$ cat src/rtl/int_exec_unit.sv
// Integer execution unit: 1-cycle ALU fed by the issue queue, results buffered in an in-order FIFO for the CDB.
// Optional multi-cycle MUL on opcode 111 (replacing SRL) is built when INT_EXEC_MUL_EN is defined.
module int_exec_unit #(
  parameter int DATA_W    = 32,
  parameter int TAG_W     = 6,
  parameter int RES_DEPTH = 2
`ifdef INT_EXEC_MUL_EN
  ,
  parameter int MUL_LAT   = 4
`endif
) (
  input  logic              clk,
  input  logic              reset,
  input  logic              issueque_ready,
  input  logic [DATA_W-1:0] issueque_rs_data,
  input  logic [DATA_W-1:0] issueque_rt_data,
  input  logic [TAG_W-1:0]  issueque_rd_tag,
  input  logic [2:0]        issueque_opcode,
  output logic              issueblk_done,
  output logic              cdb_req,
  input  logic              cdb_grant,
  output logic              cdb_valid,
  output logic [TAG_W-1:0]  cdb_tag,
  output logic [DATA_W-1:0] cdb_data
);

  localparam int PTR_W = (RES_DEPTH > 1) ? $clog2(RES_DEPTH) : 1;
  localparam int CNT_W = $clog2(RES_DEPTH + 1);
  localparam logic [PTR_W-1:0] LAST_PTR = PTR_W'(RES_DEPTH - 1);
  localparam logic [CNT_W:0]   DEPTH_C  = (CNT_W + 1)'(RES_DEPTH);

  logic                     r_vld_p1;
  logic signed [DATA_W-1:0] r_rs_p1;
  logic signed [DATA_W-1:0] r_rt_p1;
  logic [TAG_W-1:0]         r_tag_p1;
  logic [2:0]               r_op_p1;

  logic [TAG_W-1:0]  r_fifo_tag  [RES_DEPTH];
  logic [DATA_W-1:0] r_fifo_data [RES_DEPTH];
  logic [PTR_W-1:0]  r_wr_ptr;
  logic [PTR_W-1:0]  r_rd_ptr;
  logic [CNT_W-1:0]  r_count;

  logic              w_busy;
  logic              w_done;
  logic              w_push;
  logic              w_pop;
  logic [CNT_W:0]    w_inflight;
  logic [DATA_W-1:0] w_alu;

  function automatic logic [DATA_W-1:0] alu_f(input logic [2:0] op,
                                              input logic signed [DATA_W-1:0] a,
                                              input logic signed [DATA_W-1:0] b);
    case (op)
      3'b000:  alu_f = a + b;
      3'b001:  alu_f = a - b;
      3'b010:  alu_f = a & b;
      3'b011:  alu_f = a | b;
      3'b100:  alu_f = a ^ b;
      3'b101:  alu_f = {{(DATA_W-1){1'b0}}, (a < b)};
      3'b110:  alu_f = a << b[4:0];
`ifdef INT_EXEC_MUL_EN
      default: alu_f = $unsigned(a) * $unsigned(b);
`else
      default: alu_f = $unsigned(a) >> b[4:0];
`endif
    endcase
  endfunction

  // Credits count the EX slot plus buffered results, so a push never finds the FIFO full.
  assign w_inflight    = {{CNT_W{1'b0}}, r_vld_p1} + {1'b0, r_count};
  assign w_done        = reset & issueque_ready & ~w_busy & (w_inflight < DEPTH_C);
  assign issueblk_done = w_done;
  assign w_alu         = alu_f(r_op_p1, r_rs_p1, r_rt_p1);

`ifdef INT_EXEC_MUL_EN
  localparam int MCNT_W = $clog2(MUL_LAT);

  typedef enum logic {S_IDLE, S_MUL} state_t;
  state_t            r_state;
  state_t            w_state_nxt;
  logic [MCNT_W-1:0] r_mcnt;
  logic [MCNT_W-1:0] w_mcnt_nxt;

  assign w_busy = (r_state == S_MUL);
  assign w_push = (r_state == S_MUL) ? (r_mcnt == MCNT_W'(1)) : r_vld_p1;

  always_ff @(posedge clk or negedge reset) begin
    if (!reset) begin
      r_state <= S_IDLE;
      r_mcnt  <= '0;
    end else begin
      r_state <= w_state_nxt;
      r_mcnt  <= w_mcnt_nxt;
    end
  end

  always_comb begin
    w_state_nxt = r_state;
    w_mcnt_nxt  = r_mcnt;
    case (r_state)
      S_IDLE: begin
        if (w_done && issueque_opcode == 3'b111) begin
          w_state_nxt = S_MUL;
          w_mcnt_nxt  = MCNT_W'(MUL_LAT - 1);
        end
      end
      default: begin
        w_mcnt_nxt = r_mcnt - MCNT_W'(1);
        if (r_mcnt == MCNT_W'(1)) w_state_nxt = S_IDLE;
      end
    endcase
  end
`else
  assign w_busy = 1'b0;
  assign w_push = r_vld_p1;
`endif

  // p0 -> p1: capture the accepted instruction into the EX slot
  always_ff @(posedge clk or negedge reset) begin
    if (!reset)      r_vld_p1 <= 1'b0;
    else if (w_done) r_vld_p1 <= 1'b1;
    else if (w_push) r_vld_p1 <= 1'b0;
  end

  always_ff @(posedge clk) begin
    if (w_done) begin
      r_rs_p1  <= issueque_rs_data;
      r_rt_p1  <= issueque_rt_data;
      r_tag_p1 <= issueque_rd_tag;
      r_op_p1  <= issueque_opcode;
    end
  end

  // p1 -> p2: ALU result enters the result FIFO
  always_ff @(posedge clk) begin
    if (w_push) begin
      r_fifo_tag[r_wr_ptr]  <= r_tag_p1;
      r_fifo_data[r_wr_ptr] <= w_alu;
    end
  end

  assign w_pop = cdb_grant & (r_count != '0);

  always_ff @(posedge clk or negedge reset) begin
    if (!reset) begin
      r_wr_ptr <= '0;
      r_rd_ptr <= '0;
      r_count  <= '0;
    end else begin
      if (w_push) r_wr_ptr <= (r_wr_ptr == LAST_PTR) ? '0 : r_wr_ptr + PTR_W'(1);
      if (w_pop)  r_rd_ptr <= (r_rd_ptr == LAST_PTR) ? '0 : r_rd_ptr + PTR_W'(1);
      case ({w_push, w_pop})
        2'b10:   r_count <= r_count + CNT_W'(1);
        2'b01:   r_count <= r_count - CNT_W'(1);
        default: r_count <= r_count;
      endcase
    end
  end

  // Head is masked while empty so stale entries never reach the bus.
  assign cdb_req   = (r_count != '0);
  assign cdb_valid = cdb_req & cdb_grant;
  assign cdb_tag   = cdb_req ? r_fifo_tag[r_rd_ptr]  : '0;
  assign cdb_data  = cdb_req ? r_fifo_data[r_rd_ptr] : '0;

endmodule

$ cat config.mk
export PLATFORM = sky130hd
export DESIGN_NAME = int_exec_unit
export DESIGN_NICKNAME = d
export VERILOG_FILES = /design/src/rtl/int_exec_unit.sv
export SDC_FILE = /design/constraint.sdc
export NUM_CORES = 1
export LEC_CHECK = 0
export ABC_AREA = 1
export BUFFER_PORTS_ARGS = -buffer_cell sky130_fd_sc_hd__buf_2
export CORE_ASPECT_RATIO = 1.5
export CORE_MARGIN = 2
export CORE_UTILIZATION = 37
export CTS_BUF_LIST = sky130_fd_sc_hd__clkbuf_8
export DETAILED_ROUTE_END_ITERATION = 10
export GPL_ROUTABILITY_DRIVEN = 0
export PLACE_DENSITY = 0.64
export SYNTH_ARGS = -nofsm -noshare
export SYNTH_HDL_FRONTEND = slang
export SYNTH_SLANG_ARGS = --single-unit
$ cat constraint.sdc
create_clock -name clk -period 6.8 [get_ports clk]
set_clock_uncertainty 0.1 [all_clocks]
set_input_delay 0.34 -clock clk [delete_from_list [all_inputs] [get_ports clk]]
set_output_delay 0.34 -clock clk [all_outputs]
set_load 0.01 [all_outputs]
Word level (Yosys, flattened, before mapping)
Memory sizes are Yosys's and may differ from the RTL's.
Index checks and enable logic that the tools add are counted.
Operators by class
  add/subtract/negate cells: 7
  order comparisons: 2
  equality and inequality tests: 8
  shifts and indexed selects: 2
  muxes and demuxes: 9
  bitwise gates (word level): 6
  reduce and logical (&&, ||, !) cells: 3
Operators with widths (number)
  32-bit one-hot mux with 7 select lines: 1
  32-bit adder: 1
  32-bit bitwise AND: 1
  32-bit < comparator: 1
  32-bit two-way mux: 1
  32-bit OR: 1
  32-bit by 5-bit left shift with 32-bit output: 1
  32-bit by 5-bit right shift with 32-bit output: 1
  32-bit subtractor: 1
  32-bit XOR: 1
  3-bit == test (second input constant): 3
  3-bit by 2-bit == test with 1-bit output (second input constant): 2
  6-bit two-way mux: 1
  1-bit two-way mux: 5
  2-bit one-hot mux with 2 select lines: 1
  2-bit nonzero test: 2
  1-bit by 2-bit adder with 3-bit output: 1
  1-bit bitwise AND: 3
  3-bit by 1-bit == test with 1-bit output (second input constant): 1
  3-bit zero test: 1
  3-bit by 2-bit < comparator with 1-bit output (second input constant): 1
  1-bit adder (second input constant): 2
  2-bit by 1-bit adder with 2-bit output (second input constant): 1
  2-bit by 1-bit == test with 1-bit output (second input constant): 1
  2 further kinds: 2
Storage, ports and cells
  flip-flop bits (word level): 78
  RAM bits: 76
  output and inout port bits: 41
  word-level logic and storage cells: 47
  memories kept: 2
Memories
  r_fifo_data: words 2, bits a word 32, rd ports 1, clocked after memory_dff 0, write ports 1, line 39  | logic [DATA_W-1:0] r_fifo_data [RES_DEPTH];
  r_fifo_tag: words 2, bits a word 6, rd ports 1, clocked after memory_dff 0, write ports 1, line 38  | logic [TAG_W-1:0] r_fifo_tag [RES_DEPTH];

Logic depth before layout (Yosys ltp)
  word-level depth: 4
  mapped depth: 18
  mapped depth without buffers: 15

Least setup slack after synthesis
No wires, ideal clock.
  kind: reg2reg
  from: reg r_count[1]
  to: reg r_op_p1[0], enable pin
  data arrival time: 4.219 ns
  data required time: 6.163 ns
  setup slack: 1.945 ns
  stages on the path, launching flop included: 4
  path buffers: 0
  clock period less this slack: 4.855 ns
  cells stage by stage: dfrtp_1 inv_1 nand3_1 a21oi_1
Between the ends
  cells in the longest elaborated chain, start to end: 3
Ends and longest elaborated chain
  start: declaration: line 42  | logic [CNT_W-1:0] r_count;
  start signal: assignment: line 154  | 2'b10: r_count <= r_count + CNT_W'(1);
  start signal: assignment: line 155  | 2'b01: r_count <= r_count - CNT_W'(1);
  start signal: assignment: line 156  | default: r_count <= r_count;
  1-bit by 2-bit adder with 3-bit output: line 71  | assign w_inflight = {{CNT_W{1'b0}}, r_vld_p1} + {1'b0, r_count};
  3-bit by 2-bit < comparator with 1-bit output: line 72  | assign w_done = reset & issueque_ready & ~w_busy & (w_inflight < DEPTH_C);
  1-bit bitwise AND: line 72
  net issueblk_done: line 19  | output logic issueblk_done,
  end signal: assignment: line 131  | r_op_p1 <= issueque_opcode;
  end: declaration: line 36  | logic [2:0] r_op_p1;
The timed path passes the listed nets, and every way through them passes these cells.
A chain may end at the register's enable or synchronous reset.

Worst setup path in the final report
  from: reg r_rt_p1[2]
  to: mem r_fifo_data[0][7], data pin
Between the ends
  cells in the longest elaborated chain, start to end: 2
Ends and longest elaborated chain
  start: declaration: line 34  | logic signed [DATA_W-1:0] r_rt_p1;
  start signal: assignment: line 129  | r_rt_p1 <= issueque_rt_data;
  32-bit subtractor, or another cell as far along: line 56  | 3'b001: alu_f = a - b;
  32-bit one-hot mux with 7 select lines (*): line 54  | case (op)
  net w_alu[7]: line 49  | logic [DATA_W-1:0] w_alu;
  end: declaration: line 39
Mark *: on every way through the listed nets, which the timed path passes. The rest lies on a longest branch.

==> metrics <==
CP peak stage delay=0.59 ns; DRC viols=0; First-pass DRT Iterations=9; setup violators final=0; synthesized instance count=2295; layout cells sized above 1=8.066%; CP delay by family, top=simple AND/OR/NAND/NOR gates; first-pass GRT wire length=88310 um; YS warnings=0; Peak VDD IR=0.0001357 V; Yosys reg bits=154; core area=39980 sq um; clk_lat worst skew=0.53 ns; largest net degree at the start of global routing=76; DR iter-0 viols=2240; Die H=249.7 um; most used cell, CP=nand2_1; max-slew violation count=0; fmax=0.2550 GHz; Slew Limit Headroom=15.58%; Clk pwr share=18.5%; initial antenna violation count=2; nets=2599; Critical-path top delay cell=buf_4; Leak=8.384 nW; row cnt=90; Fin Setup TNS=0 ns; Hold Slack=0.07281 ns; Critical Path Fanout Max=75; total chip power=3.938 mW; Horiz. Die Dim=167.8 um; final core occ=42.26%; Starting Density=37.24%; H-Tree Depth=4; status=completed; max cap viols=0; Flop pwr share=32.3%; Die ar.=41880 sq um; remaining antenna violation count=0; Vias=16370; global route overflow=0; Inserted Clock Buffers=17; pwr dens=233.1 nW/um^2; Psw=1.896 mW; Int Pwr=2.042 mW; final WL=58880 um; final hold viol count=0; Clock Sinks=154; Tmin final=3.922 ns; Final Non-Filler Cells=2938; Syn-to-layout area delta=13.48%; clock buffer depth=2; CP Launch Type=flip-flop; Routed WL per cell=20.04 um; Logic pwr share=49.2%; worst-path cell chain=buf_4 > inv_2 > buf_4 > ha_1 > inv_1 > nand2_1 > nand3_1 > nand2_1 > nand2_1 > nand2_1 > nand3_1 > nand2_1 > nor3_1 > nand4_1; Slew @ Worst Pin=1.262 ns; number of synthesized flops with an enable pin=149; Root Driver=clkbuf_8; clk slew on worst S/H paths=0.13 ns; Avg Inst Size Synth=6.486 sq um; DP Wirelength=45190 um; period utilization=57.68%; synthesized area=14890 sq um; vias in the first global route=15670; TritonCTS clock tree=yes; Via-to-Cell Ratio=5.573; total track usage=27.91%; WP data arrival=3.98 ns; Data required, critical path=6.85 ns; CP endpoint kind=flip-flop; area leader, netlist=edfxtp_1; Post-Place Cells=2830; register area share after synthesis=30.90%; hold crit path type=in -> async; top-area cell type share of the netlist area=30.06%; Area contributors post-synth=edfxtp_1, nand2_1, nand3_1; I/O Buffers=117; asr flop ratio synth=3.247%; Buf/Inv on CP=4; Sw Ratio=48.14%; WS Path Type=reg -> reg; Top Ports=118; Main synth FF type=edfxtp_1; syn_nets=2477; RSZ-0062 raised after global routing=false; Netlist cell types=43
-- routing by layer --
layer	vias up	routed length, um	GRT usage (%)
li1	7680	-	-
met2	969	27410	46.71
met4	2	5723	23.01
met3	292	4425	4.567
met5	-	13	0
met1	7430	21300	31.05
-- cell families after synthesis --
family	synth area share, %
AO/OA/AOI/OAI	9.666
AND/OR/NAND/NOR	38.19
flip-flops	30.90
XOR/XNOR	0.2942
adder cells (fa/ha/maj)	8.927
multiplexers	0.1345
buffers and inverters	11.89
-- cells in the mapped netlist (2+ instances only) --
library cell  count
nand2_1         766
inv_1           334
nand3_1         327
nor2_1          162
edfxtp_1        149
a21oi_1         117
ha_1            103
buf_2            59
o21ai_0          47
nand4_1          33
clkbuf_1         22
o21ai_1          21
o211ai_1         20
o22ai_1          17
buf_1            14
nor3_1           12
nand3_2          11
and2_1            7
a221oi_1          6
nand2_4           6
o21a_1            6
o21bai_1          6
a31oi_1           5
dfrtp_1           5
o221ai_1          5
xor2_1            4
buf_4             3
buf_6             3
nor2_2            3
or2_1             3
a211oi_1          2
a21o_1            2
fa_1              2
mux2i_1           2
nand3b_1          2
or2_2             2
-- cells in the final DEF, fill, tap and decap left out, types with 17 or more instances in the layout --
| cell type | netlist | routed |
|---|---|---|
| o211ai_1 | 20 | 20 |
| nand3_1 | 327 | 326 |
| buf_2 | 59 | 117 |
| o22ai_1 | 17 | 17 |
| edfxtp_1 | 149 | 149 |
| nand2_1 | 766 | 766 |
| o21ai_1 | 21 | 21 |
| ha_1 | 103 | 103 |
| nor2_1 | 162 | 158 |
| o21ai_0 | 47 | 47 |
| dlygate4sd3_1 | 0 | 74 |
| clkbuf_8 | 0 | 17 |
| nand4_1 | 33 | 33 |
| a21oi_1 | 117 | 116 |
| inv_1 | 334 | 332 |
-- through the flow --
step / setup WS (ns) / instance area, sq um
finish: 2.878 / 16890
global route: 2.747 / 16890
CTS: 3.094 / 16890
detailed placement: 3.136 / 15740
global placement: 3.231 / 15740
floorplan: 1.945 / 14890
-- worst paths after layout --
check | from | endpoint | slack, ns | cells past startpoint
min in group clk | cdb_grant | r_rd_ptr | 0.11 | 4
min | reset | r_vld_p1 | 0.07 | 2
max in group asynchronous | reset | r_wr_ptr | 6.39 | 2
max | r_rt_p1[2] | r_fifo_data[0][7] | 2.88 | 14
max reg2reg | r_rt_p1[2] | r_fifo_data[0][7] | 2.88 | 14
min reg2reg | r_tag_p1[4] | r_fifo_tag[0][4] | 0.36 | 0
-- power groups by stage --
stage	logic, mW	clock network [mW]	registers, mW
after detailed placement	1.85	0	1.29
after CTS	1.89	0.746	1.27
after global placement	1.83	0	1.29
after global routing	2.11	0.785	1.28
after floorplan	1.23	0	1.27
final	1.94	0.728	1.27
-- sequential cells by signal (all words and copies together), names as in the netlist --
name and count:
r_count 2, r_fifo_data 64, r_fifo_tag 12, r_op_p1 3, r_rd_ptr 1, r_rs_p1 32
r_rt_p1 32, r_tag_p1 6, r_vld_p1 1, r_wr_ptr 1
-- worst reg2reg max path, cell delays in order (launching register included) --
cell and delay (ns):
edfxtp_1 0.40, buf_4 0.30, inv_2 0.09, buf_4 0.59, ha_1 0.48, inv_1 0.18, nand2_1 0.09, nand3_1 0.17
nand2_1 0.10, nand2_1 0.09, nand2_1 0.05, nand3_1 0.07, nand2_1 0.06, nor3_1 0.41, nand4_1 0.38
-- repair_timing --
action	in CTS	in global routing
buffers inserted	0	0
hold endpoints to repair	78	0
resized for setup	0	0
setup endpoints to repair	0	0
hold buffers	74	0
-- final cells by class --
type / instances / area [sq um]
clock buffer: 17 / 234.0
tap: 506 / 633.1
antenna: 2 / 5.005
clock inverter: 15 / 171.4
inverter: 335 / 1257
sequential: 154 / 4599
timing repair buffer: 206 / 1439
fill: 4161 / 23080
multi-input combinational: 1703 / 8553
(Power assumes the default switching activity.)
